File: src/rtl/camera_stream_emulator.sv
// Camera-sensor emulator: vsync/hsync/pixel-byte streams advanced by a pixel-tick enable.
// Optional macro CAMEMU_BYTE_PAIR_EN: RGB565-style two-byte pixels (high half, then low half).
module camera_stream_emulator #(
    parameter int unsigned DATA_W          = 8,
    parameter int unsigned PIX_PER_LINE    = 256,
    parameter int unsigned LINES_PER_FRAME = 4,
    parameter int unsigned VSYNC_LEN       = 32,
    parameter int unsigned VS_TO_HS_DELAY  = 8,
    parameter int unsigned H_BLANK         = 8,
    parameter int unsigned SEED            = 'hAA
) (
    input  logic              i_clk,
    input  logic              i_reset,
    input  logic              i_pix_en,
    input  logic              i_enable,
    input  logic [1:0]        i_mode,
    input  logic [DATA_W-1:0] i_const,
    output logic              o_vsync,
    output logic              o_hsync,
    output logic [DATA_W-1:0] o_data,
    output logic              o_frame_done,
    output logic              o_busy
);

    localparam int unsigned MAX_A   = (VSYNC_LEN > VS_TO_HS_DELAY) ? VSYNC_LEN : VS_TO_HS_DELAY;
    localparam int unsigned CNT_MAX = (MAX_A > H_BLANK) ? MAX_A : H_BLANK;
    localparam int unsigned CW      = $clog2(CNT_MAX + 1);
    localparam int unsigned XW      = $clog2(PIX_PER_LINE + 1);
    localparam int unsigned LW      = $clog2(LINES_PER_FRAME + 1);

    localparam logic [CW-1:0]     VS_LAST = CW'(VSYNC_LEN - 1);
    localparam logic [CW-1:0]     VB_LAST = CW'(VS_TO_HS_DELAY - 1);
    localparam logic [CW-1:0]     HB_LAST = CW'(H_BLANK - 1);
    localparam logic [XW-1:0]     X_LAST  = XW'(PIX_PER_LINE - 1);
    localparam logic [LW-1:0]     L_LAST  = LW'(LINES_PER_FRAME - 1);
    localparam logic [DATA_W-1:0] LO_MASK = DATA_W'((1 << (DATA_W / 2)) - 1);

    typedef enum logic [2:0] {
        IDLE,
        VSYNC,
        VBACK,
        ACTIVE,
        HBLANK
    } state_t;

    state_t            state;
    logic [CW-1:0]     cnt;
    logic [XW-1:0]     x;
    logic [LW-1:0]     line;
    logic [1:0]        mode_q;
    logic [DATA_W-1:0] const_q;
    logic              byte_lo;

    function automatic logic [DATA_W-1:0] pattern(
        input logic [1:0]        m,
        input logic [DATA_W-1:0] c,
        input logic [XW-1:0]     px,
        input logic [LW-1:0]     ln
    );
        case (m)
            2'd0:    pattern = DATA_W'(SEED) + DATA_W'(px);
            2'd1:    pattern = c;
            2'd2:    pattern = DATA_W'(px);
            default: pattern = ((((32'(px) ^ 32'(ln)) >> 3) & 32'd1) != 32'd0) ? '1 : '0;
        endcase
    endfunction

`ifdef CAMEMU_BYTE_PAIR_EN
    logic phase;

    // First byte of a pixel keeps only the upper half of the pattern.
    function automatic logic [DATA_W-1:0] lead_byte(input logic [DATA_W-1:0] p);
        lead_byte = p & ~LO_MASK;
    endfunction

    always_ff @(posedge i_clk or posedge i_reset) begin
        if (i_reset) begin
            phase <= 1'b0;
        end else if (i_pix_en) begin
            phase <= (state == ACTIVE) ? ~phase : 1'b0;
        end
    end

    assign byte_lo = ~phase;
`else
    function automatic logic [DATA_W-1:0] lead_byte(input logic [DATA_W-1:0] p);
        lead_byte = p;
    endfunction

    assign byte_lo = 1'b0;
`endif

    always_ff @(posedge i_clk or posedge i_reset) begin
        if (i_reset) begin
            state        <= IDLE;
            cnt          <= '0;
            x            <= '0;
            line         <= '0;
            mode_q       <= '0;
            const_q      <= '0;
            o_vsync      <= 1'b0;
            o_hsync      <= 1'b0;
            o_data       <= '0;
            o_frame_done <= 1'b0;
            o_busy       <= 1'b0;
        end else begin
            o_frame_done <= 1'b0;
            if (i_pix_en) begin
                case (state)
                    IDLE: begin
                        if (i_enable) begin
                            state   <= VSYNC;
                            cnt     <= '0;
                            mode_q  <= i_mode;
                            const_q <= i_const;
                            o_vsync <= 1'b1;
                            o_busy  <= 1'b1;
                        end
                    end
                    VSYNC: begin
                        if (cnt == VS_LAST) begin
                            state   <= VBACK;
                            cnt     <= '0;
                            o_vsync <= 1'b0;
                        end else begin
                            cnt <= cnt + 1'b1;
                        end
                    end
                    VBACK: begin
                        if (cnt == VB_LAST) begin
                            state   <= ACTIVE;
                            cnt     <= '0;
                            x       <= '0;
                            line    <= '0;
                            o_hsync <= 1'b1;
                            o_data  <= lead_byte(pattern(mode_q, const_q, '0, '0));
                        end else begin
                            cnt <= cnt + 1'b1;
                        end
                    end
                    ACTIVE: begin
                        // o_data already shows pixel x; each tick loads the next byte to show.
                        if (byte_lo) begin
                            o_data <= pattern(mode_q, const_q, x, line) & LO_MASK;
                        end else if (x == X_LAST) begin
                            state   <= HBLANK;
                            x       <= '0;
                            o_hsync <= 1'b0;
                            o_data  <= '0;
                        end else begin
                            x      <= x + 1'b1;
                            o_data <= lead_byte(pattern(mode_q, const_q, x + 1'b1, line));
                        end
                    end
                    HBLANK: begin
                        if (cnt != HB_LAST) begin
                            cnt <= cnt + 1'b1;
                        end else if (line != L_LAST) begin
                            state   <= ACTIVE;
                            cnt     <= '0;
                            x       <= '0;
                            line    <= line + 1'b1;
                            o_hsync <= 1'b1;
                            o_data  <= lead_byte(pattern(mode_q, const_q, '0, line + 1'b1));
                        end else begin
                            cnt          <= '0;
                            line         <= '0;
                            o_frame_done <= 1'b1;
                            if (i_enable) begin
                                state   <= VSYNC;
                                mode_q  <= i_mode;
                                const_q <= i_const;
                                o_vsync <= 1'b1;
                            end else begin
                                state  <= IDLE;
                                o_busy <= 1'b0;
                            end
                        end
                    end
                    default: begin
                        state   <= IDLE;
                        o_vsync <= 1'b0;
                        o_hsync <= 1'b0;
                        o_data  <= '0;
                        o_busy  <= 1'b0;
                    end
                endcase
            end
        end
    end

endmodule

File: config.mk
export PLATFORM = sky130hd
export DESIGN_NAME = camera_stream_emulator
export DESIGN_NICKNAME = d
export VERILOG_FILES = /design/src/rtl/camera_stream_emulator.sv
export SDC_FILE = /design/constraint.sdc
export NUM_CORES = 1
export LEC_CHECK = 0
export BUFFER_PORTS_ARGS = -buffer_cell sky130_fd_sc_hd__buf_2
export CAP_MARGIN = 25
export CORE_MARGIN = 1
export CORE_UTILIZATION = 35
export CTS_CLUSTER_DIAMETER = 80
export CTS_CLUSTER_SIZE = 14
export DETAILED_ROUTE_END_ITERATION = 8
export SLEW_MARGIN = 10
export SYNTH_ARGS = -nofsm -noshare
export SYNTH_HDL_FRONTEND = slang
export SYNTH_SLANG_ARGS = --single-unit
export TNS_END_PERCENT = 30
File: constraint.sdc
create_clock -name i_clk -period 2 [get_ports i_clk]
set_clock_uncertainty 0.05 [all_clocks]
set_input_delay 0.1 -clock i_clk [delete_from_list [all_inputs] [get_ports i_clk]]
set_output_delay 0.1 -clock i_clk [all_outputs]
set_load 0.05 [all_outputs]
# Yosys cells after proc, flatten, opt, wreduce, memory -nomap -nowiden

Index checks and enable logic that the tools add are counted.

Register bits after elaboration: 43
Input port bits: 14
Output and inout bits: 12
Word-level logic and storage cells: 113

Multiplexer cells: 57
Bitwise operators: 4
Reductions and logical operators: 18
Eq/ne operators: 19
Add/sub/neg operators: 4

Operator list:

| kind                                           | number |
|---|---|
| two-way mux 8 bit                              | 8 |
| two-way mux 9 bit                              | 4 |
| case mux 8 bit (2 select lines)                | 2 |
| case mux 8 bit (4 select lines)                | 1 |
| case mux 9 bit (3 select lines)                | 1 |
| two-way mux 3 bit                              | 8 |
| two-way mux 6 bit                              | 4 |
| case mux 6 bit (4 select lines)                | 1 |
| case mux 8 bit (3 select lines)                | 1 |
| AND reduction 6 bit                            | 3 |
| two-way mux 1 bit                              | 17 |
| != test 2 bit (second input constant)          | 8 |
| case mux 3 bit (5 select lines)                | 1 |
| AND reduction 5 bit                            | 3 |
| adder 9 x 1 -> 9 bit (second input constant)   | 1 |
| == test 9 x 8 -> 1 bit (second input constant) | 1 |
| adder 8 bit (first input constant)             | 1 |
| two-way mux 2 bit                              | 4 |
| case mux 1 bit (4 select lines)                | 2 |
| AND reduction 4 bit                            | 2 |
| adder 6 x 1 -> 6 bit (second input constant)   | 1 |
| == test 3 x 2 -> 1 bit (second input constant) | 2 |
| == test 6 x 3 -> 1 bit (second input constant) | 1 |
| == test 6 x 5 -> 1 bit (second input constant) | 1 |
| other kinds (20)                               | 24 |

# Depth between registers and ports, before layout

Depth in word-level cells: 6
Depth in mapped cells: 10
Gate-level depth less buffers: 9

# Worst setup path before layout

OpenSTA, ideal clock, no wires.

Kind: flip-flop to flip-flop
Start: reg cnt[0]
End: reg o_hsync
Path buffers: 1
Arrival time: 1879 ps
Stages on the path, launching flop included: 9
Setup time: 125 ps
Data required time: 1825 ps
Clock period less this slack: 2054 ps
Slack: -54 ps
Path through: dfrtp_1 ha_1 nand2_2 nor4_4 nand2_1 a221o_1 buf_2 nor2_1 mux2_2

Cells in the longest elaborated chain, start to end: 3
Elaborated cells on any way between the ends: 5
Classes of those cells: eq/ne: 4; reduce/logical: 1

RTL lines:

| element                                                                 | line     | text |
|---|---|---|
| from (decl)                                                             | 47       | `logic [CW-1:0] cnt;` |
| from (signal assigned)                                                  | 126      | `cnt <= cnt + 1'b1;` |
| from (signal assigned)                                                  | 138      | `cnt <= cnt + 1'b1;` |
| from (signal assigned)                                                  | 157      | `cnt <= cnt + 1'b1;` |
| == test 6 x 3 -> 1 bit / != test 6 x 3 -> 1 bit (equally long branches) | 130, 156 |  |
| != test 2 bit (no line)                                                 | n/a      |  |
| AND reduction 6 bit (no line) (*)                                       | n/a      |  |
| to (signal assigned)                                                    | 135      | `o_hsync <= 1'b1;` |
| to (signal assigned)                                                    | 148      | `o_hsync <= 1'b0;` |
| to (signal assigned)                                                    | 163      | `o_hsync <= 1'b1;` |
| to (decl)                                                               | 19       | `output logic o_hsync,` |

Mark *: on every way between the ends. The rest lies on a longest branch, timed or not.
A chain may end at the register's enable or synchronous reset.

# Final worst setup path

Start: reg cnt[1]
End: reg state[0]

Cells in the longest elaborated chain, start to end: 3
Elaborated cells on any way between the ends: 7
Classes of those cells: eq/ne: 6; reduce/logical: 1

RTL lines:

| element                                              | line | text |
|---|---|---|
| == test 6 x 3 -> 1 bit, or another cell as far along | 130  | `if (cnt == VB_LAST) begin` |
| != test 2 bit (no line)                              | n/a  |  |
| AND reduction 6 bit (no line) (*)                    | n/a  |  |
| to (signal assigned)                                 | 122  | `state <= VBACK;` |
| to (signal assigned)                                 | 131  | `state <= ACTIVE;` |
| to (signal assigned)                                 | 146  | `state <= HBLANK;` |
| to (decl)                                            | 46   | `state_t state;` |

Marks and branches as above.

==> flow_summary.rst <==
.. list-table::
   :header-rows: 1

   * - Metric
     - Value
   * - Filler Cell Count
     - approximately 670
   * - Number of distinct library cells after synthesis
     - 63
   * - Source of the worst register-to-register timing path
     - cnt[1]$_DFFE_PP0P_
   * - Cell area after technology mapping
     - 0.00263 mm2
   * - Number of buffer cells added on primary ports
     - 25
   * - Initial antenna violation count
     - 0
   * - CP Data Arrival Time
     - 2.26 ns
   * - Number of design-rule violations left by the first detailed-router iteration
     - around 130
   * - Max Cap Viol
     - 0
   * - Part of the power in the clock network
     - roughly 17%
   * - Count of boundary I/O pins
     - 26
   * - Layout Cells excl Fill
     - 470
   * - Hold crit path type
     - primary input to flip-flop
   * - Worst slew margin
     - between 50% and 60%
   * - Metal3 WL
     - between 200 and 300 um
   * - Design internal power
     - around 2.8 mW
   * - Share of the synthesized area in the top cell type
     - approximately two fifths
   * - Failing checks
     - setup timing
   * - Crit-path leading delay family
     - compound AO/OA/AOI/OAI gates
   * - Delay contributed by the slowest stage of the critical path
     - approximately 0.40 ns
   * - Clock Sinks
     - 43
   * - Minimum clock period after layout
     - around 2.1 ns
   * - Max-slew violation count
     - 0
   * - Worst-Margin Slew
     - approximately 0.7 ns
   * - Hold Crit Endpoint
     - o_vsync$_DFFE_PP0P_
   * - Net count after synthesis
     - approximately 300
   * - Total Nets Final
     - approximately 390
   * - Die width
     - ~89 um
   * - Avg Synthesized Cell Area
     - 9.39 um2
   * - RR Endpoint
     - state[0]$_DFFE_PP0P_
   * - Sw Ratio
     - about two fifths
   * - Routability Congestion
     - roughly 0.9
   * - Portion of total power attributed to combinational logic
     - 53.4%
   * - Number of global-route vias before repair
     - 2,378
   * - Required time at the endpoint of the critical path
     - 2.14 ns
   * - Critical path type
     - flip-flop to flip-flop
   * - Async set or reset register ratio after synthesis
     - 100%
   * - Leakage power total
     - roughly 1.7 nW
   * - Number of instances on the worst hold path
     - 3
   * - Clock-pin transition on the worst setup and hold timing paths
     - 0.09 ns
   * - Die boundary height
     - 88.7 um
   * - Routed met2 length
     - between 3000 and 4000 um
   * - Number of vias after detailed routing
     - roughly 2,500
   * - Footprint of the multi-input gates
     - between 0.0015 and 0.002 mm2
   * - Count of warnings emitted by yosys
     - 0
   * - Number of storage elements in the synthesis netlist
     - 43
   * - Post-route worst setup slack
     - -0.117 ns
   * - Number of instances in the synthesized netlist
     - 280
   * - First-pass GRT wire length
     - roughly 11,000 um
   * - Wire length per cell after detailed routing
     - between 15 and 20 um
   * - Routed vias/inst
     - between 5 and 6
   * - Critical Path, Cell by Cell
     - ha_4 -> nand2_4 -> buf_6 -> o41a_1 -> a21boi_2 -> o21bai_2 -> nor3_2 -> mux2_1
   * - Number of buffers created by CTS
     - 5
   * - Length of routed wiring on met1
     - approximately 3200 um
   * - Switching power summed over all nets
     - between 2 and 2.5 mW
   * - Buffers from clock root to sink, at most
     - 2
   * - Reg2reg path depth
     - 8
   * - Highest Signal Layer
     - met4
   * - Area contributors post-synth
     - sky130_fd_sc_hd__dfrtp_1 (41%), sky130_fd_sc_hd__mux2_2 (4.7%), sky130_fd_sc_hd__nand2_1 (4.0%)
   * - Total die area
     - around 0.008 mm2
   * - VDD IR max
     - 725 uV
   * - Outcome
     - complete, but fails checks
   * - # rows
     - 31
   * - Library cell used as clock root buffer
     - sky130_fd_sc_hd__clkbuf_8
   * - Global route overflow
     - 0
   * - Number of flops mapped to enable cells by yosys
     - 0
   * - Library cell with the highest instance count after synthesis
     - sky130_fd_sc_hd__dfrtp_1
   * - Critical hold path startpoint
     - i_enable
   * - Maximum number of pins on one net before global-route repair
     - 27
   * - Final period util
     - 106%
   * - Power Total
     - about 4.8 mW
   * - Worst setup startpoint
     - cnt[1]$_DFFE_PP0P_
   * - Share of cells above drive strength 1
     - roughly two fifths
   * - Combined global-route utilization of all metal layers
     - a little under a fifth
   * - Detail Route Antenna Nets
     - 0
   * - Sequential element share of the synthesized area
     - between 40 and 50%
   * - Fmax achieved
     - ~470 MHz
   * - CP Buf/Inv Count
     - 1
   * - Worst hold slack after final layout
     - ~0.11 ns
   * - TritonCTS clock tree
     - done
   * - Sequential cell fraction of total power
     - ~30%
   * - Category of the worst setup path launch point
     - flip-flop
   * - Critical Path Sink Type
     - flip-flop
   * - RSZ-0062 raised after global routing
     - true
   * - Cell type of the slowest stage on the worst timing path
     - sky130_fd_sc_hd__dfrtp_1
   * - Synth Flop Type
     - sky130_fd_sc_hd__dfrtp_1
   * - Most common library cells after synthesis
     - sky130_fd_sc_hd__dfrtp_1 (43), sky130_fd_sc_hd__nand2_1 (28), sky130_fd_sc_hd__nor2_1 (19)
   * - Cell taking the most area after synthesis
     - sky130_fd_sc_hd__dfrtp_1
   * - Number of remaining DRC errors
     - 0
   * - Worst-skew pair later-pin latency
     - 0.31 ns
   * - Final Routed Wirelength
     - ~7200 um
   * - Fin. Hold Viols
     - 0
   * - Worst setup slack for register-to-register paths
     - -0.12 ns
   * - Final setup viols
     - 7
   * - Area occupied by registers
     - ~0.0011 mm2
   * - Effective utilization at floorplan
     - between 30% and 40%
   * - Relative area change from synthesis to final layout
     - 44.2%
   * - Antenna cells
     - 0
   * - Placed wire-length estimate after detailed placement
     - approximately 5100 um
   * - Power density cells
     - between 1000 and 1500 mW/mm2
   * - Pre-antenna DRT Iters
     - 4
   * - Floorplan Core Area
     - between 0.007 and 0.008 mm2
   * - Placed Cells incl. Taps
     - ~450
   * - Number of H-tree levels
     - 2
   * - Maximum fanout along the worst path
     - 3
[layer usage]
metal,vias up,track usage (%)
li1,1234,-
met1,1241,24.0
met2,48,30.7
met3,13,3.08
met4,0,7.77
met5,-,0
[sequential cells by signal, indices dropped and copies added, names as in the netlist]
| register | cells |
|---|---|
| x | 9 |
| const_q | 8 |
| o_data | 8 |
| cnt | 6 |
| line | 3 |
| state | 3 |
| mode_q | 2 |
| o_busy | 1 |
| o_frame_done | 1 |
| o_hsync | 1 |
| o_vsync | 1 |
[power groups by stage]
stage	combinational, mW	clock (mW)	sequential [mW]
CTS	2.32	0.822	1.40
floorplan	1.31	0	1.53
global placement	2.21	0	1.40
detailed placement	2.22	0	1.41
finish	2.57	0.821	1.42
global route	2.79	0.853	1.46
[metrics by stage]
| step | util, % | instance area [um2] | worst slack [ns] | TNS, ns |
|---|---|---|---|---|
| 2_1_floorplan | - | 2650 | -0.0396 | -0.111 |
| 3_3_place_gp | 45.1 | 3270 | -0.101 | -1.23 |
| 3_5_place_dp | 45.1 | 3270 | -0.117 | -1.81 |
| 4_1_cts | 49.4 | 3590 | -0.0816 | -0.416 |
| 5_1_grt | 52.3 | 3790 | -0.189 | -2.03 |
| 6_report | 52.3 | 3790 | -0.117 | -0.332 |
[placed cells by master (no fill, tap or decap), types with 8 or more instances in the layout]
| cell type | netlist | final |
|---|---|---|
| sky130_fd_sc_hd__dlygate4sd3_1 | 0 | 11 |
| sky130_fd_sc_hd__buf_4 | 0 | 55 |
| sky130_fd_sc_hd__o21ai_0 | 18 | 14 |
| sky130_fd_sc_hd__nor3_1 | 8 | 8 |
| sky130_fd_sc_hd__dfrtp_1 | 43 | 41 |
| sky130_fd_sc_hd__nand2_1 | 28 | 24 |
| sky130_fd_sc_hd__nand3_1 | 9 | 8 |
| sky130_fd_sc_hd__mux2_2 | 11 | 10 |
| sky130_fd_sc_hd__buf_2 | 4 | 25 |
| sky130_fd_sc_hd__nor2_1 | 19 | 15 |
| sky130_fd_sc_hd__a21oi_1 | 14 | 13 |
[tightest hold or removal path: stages]
cell	delay [ns]
sky130_fd_sc_hd__buf_2	0.14
sky130_fd_sc_hd__a21oi_1	0.13
sky130_fd_sc_hd__nor2_1	0.06
[logic make-up after synthesis]
family / synth area share [%]
AOI/OAI and AO/OA: 26.6
xor gates and xnor gates: 2.33
adders and majority gates: 1.90
buffers and inverters: 3.23
DFF: 40.9
muxes: 5.90
and+or+nand+nor: 19.1
[area by class of cell]
class	count	share of cell area (%)
Clock buffer	6	1.91
Multi-Input combinational cell	216	45.0
Inverter	8	0.792
Clock inverter	2	1.58
Sequential cell	43	28.4
Tap cell	99	3.27
Timing Repair Buffer	96	19.0
[timing repair]
item,in CTS,in global routing
resized for setup,15,37
hold buffers,11,0
endpoints found under the setup margin,27,34
hold endpoints to repair,27,0
pin swaps,10,7
setup buffers,3,4
gates cloned,0,0
[worst max path at each step]
stage | to | cells past startpoint
after floorplan | o_hsync$_DFFE_PP0P_ | 8
after global placement | o_data[6]$_DFFE_PP0P_ | 8
after detailed placement | o_data[5]$_DFFE_PP0P_ | 8
after CTS | o_data[4]$_DFFE_PP0P_ | 7
after global routing | state[0]$_DFFE_PP0P_ | 8
final | state[0]$_DFFE_PP0P_ | 8
Power figures use the tool's default switching activity.
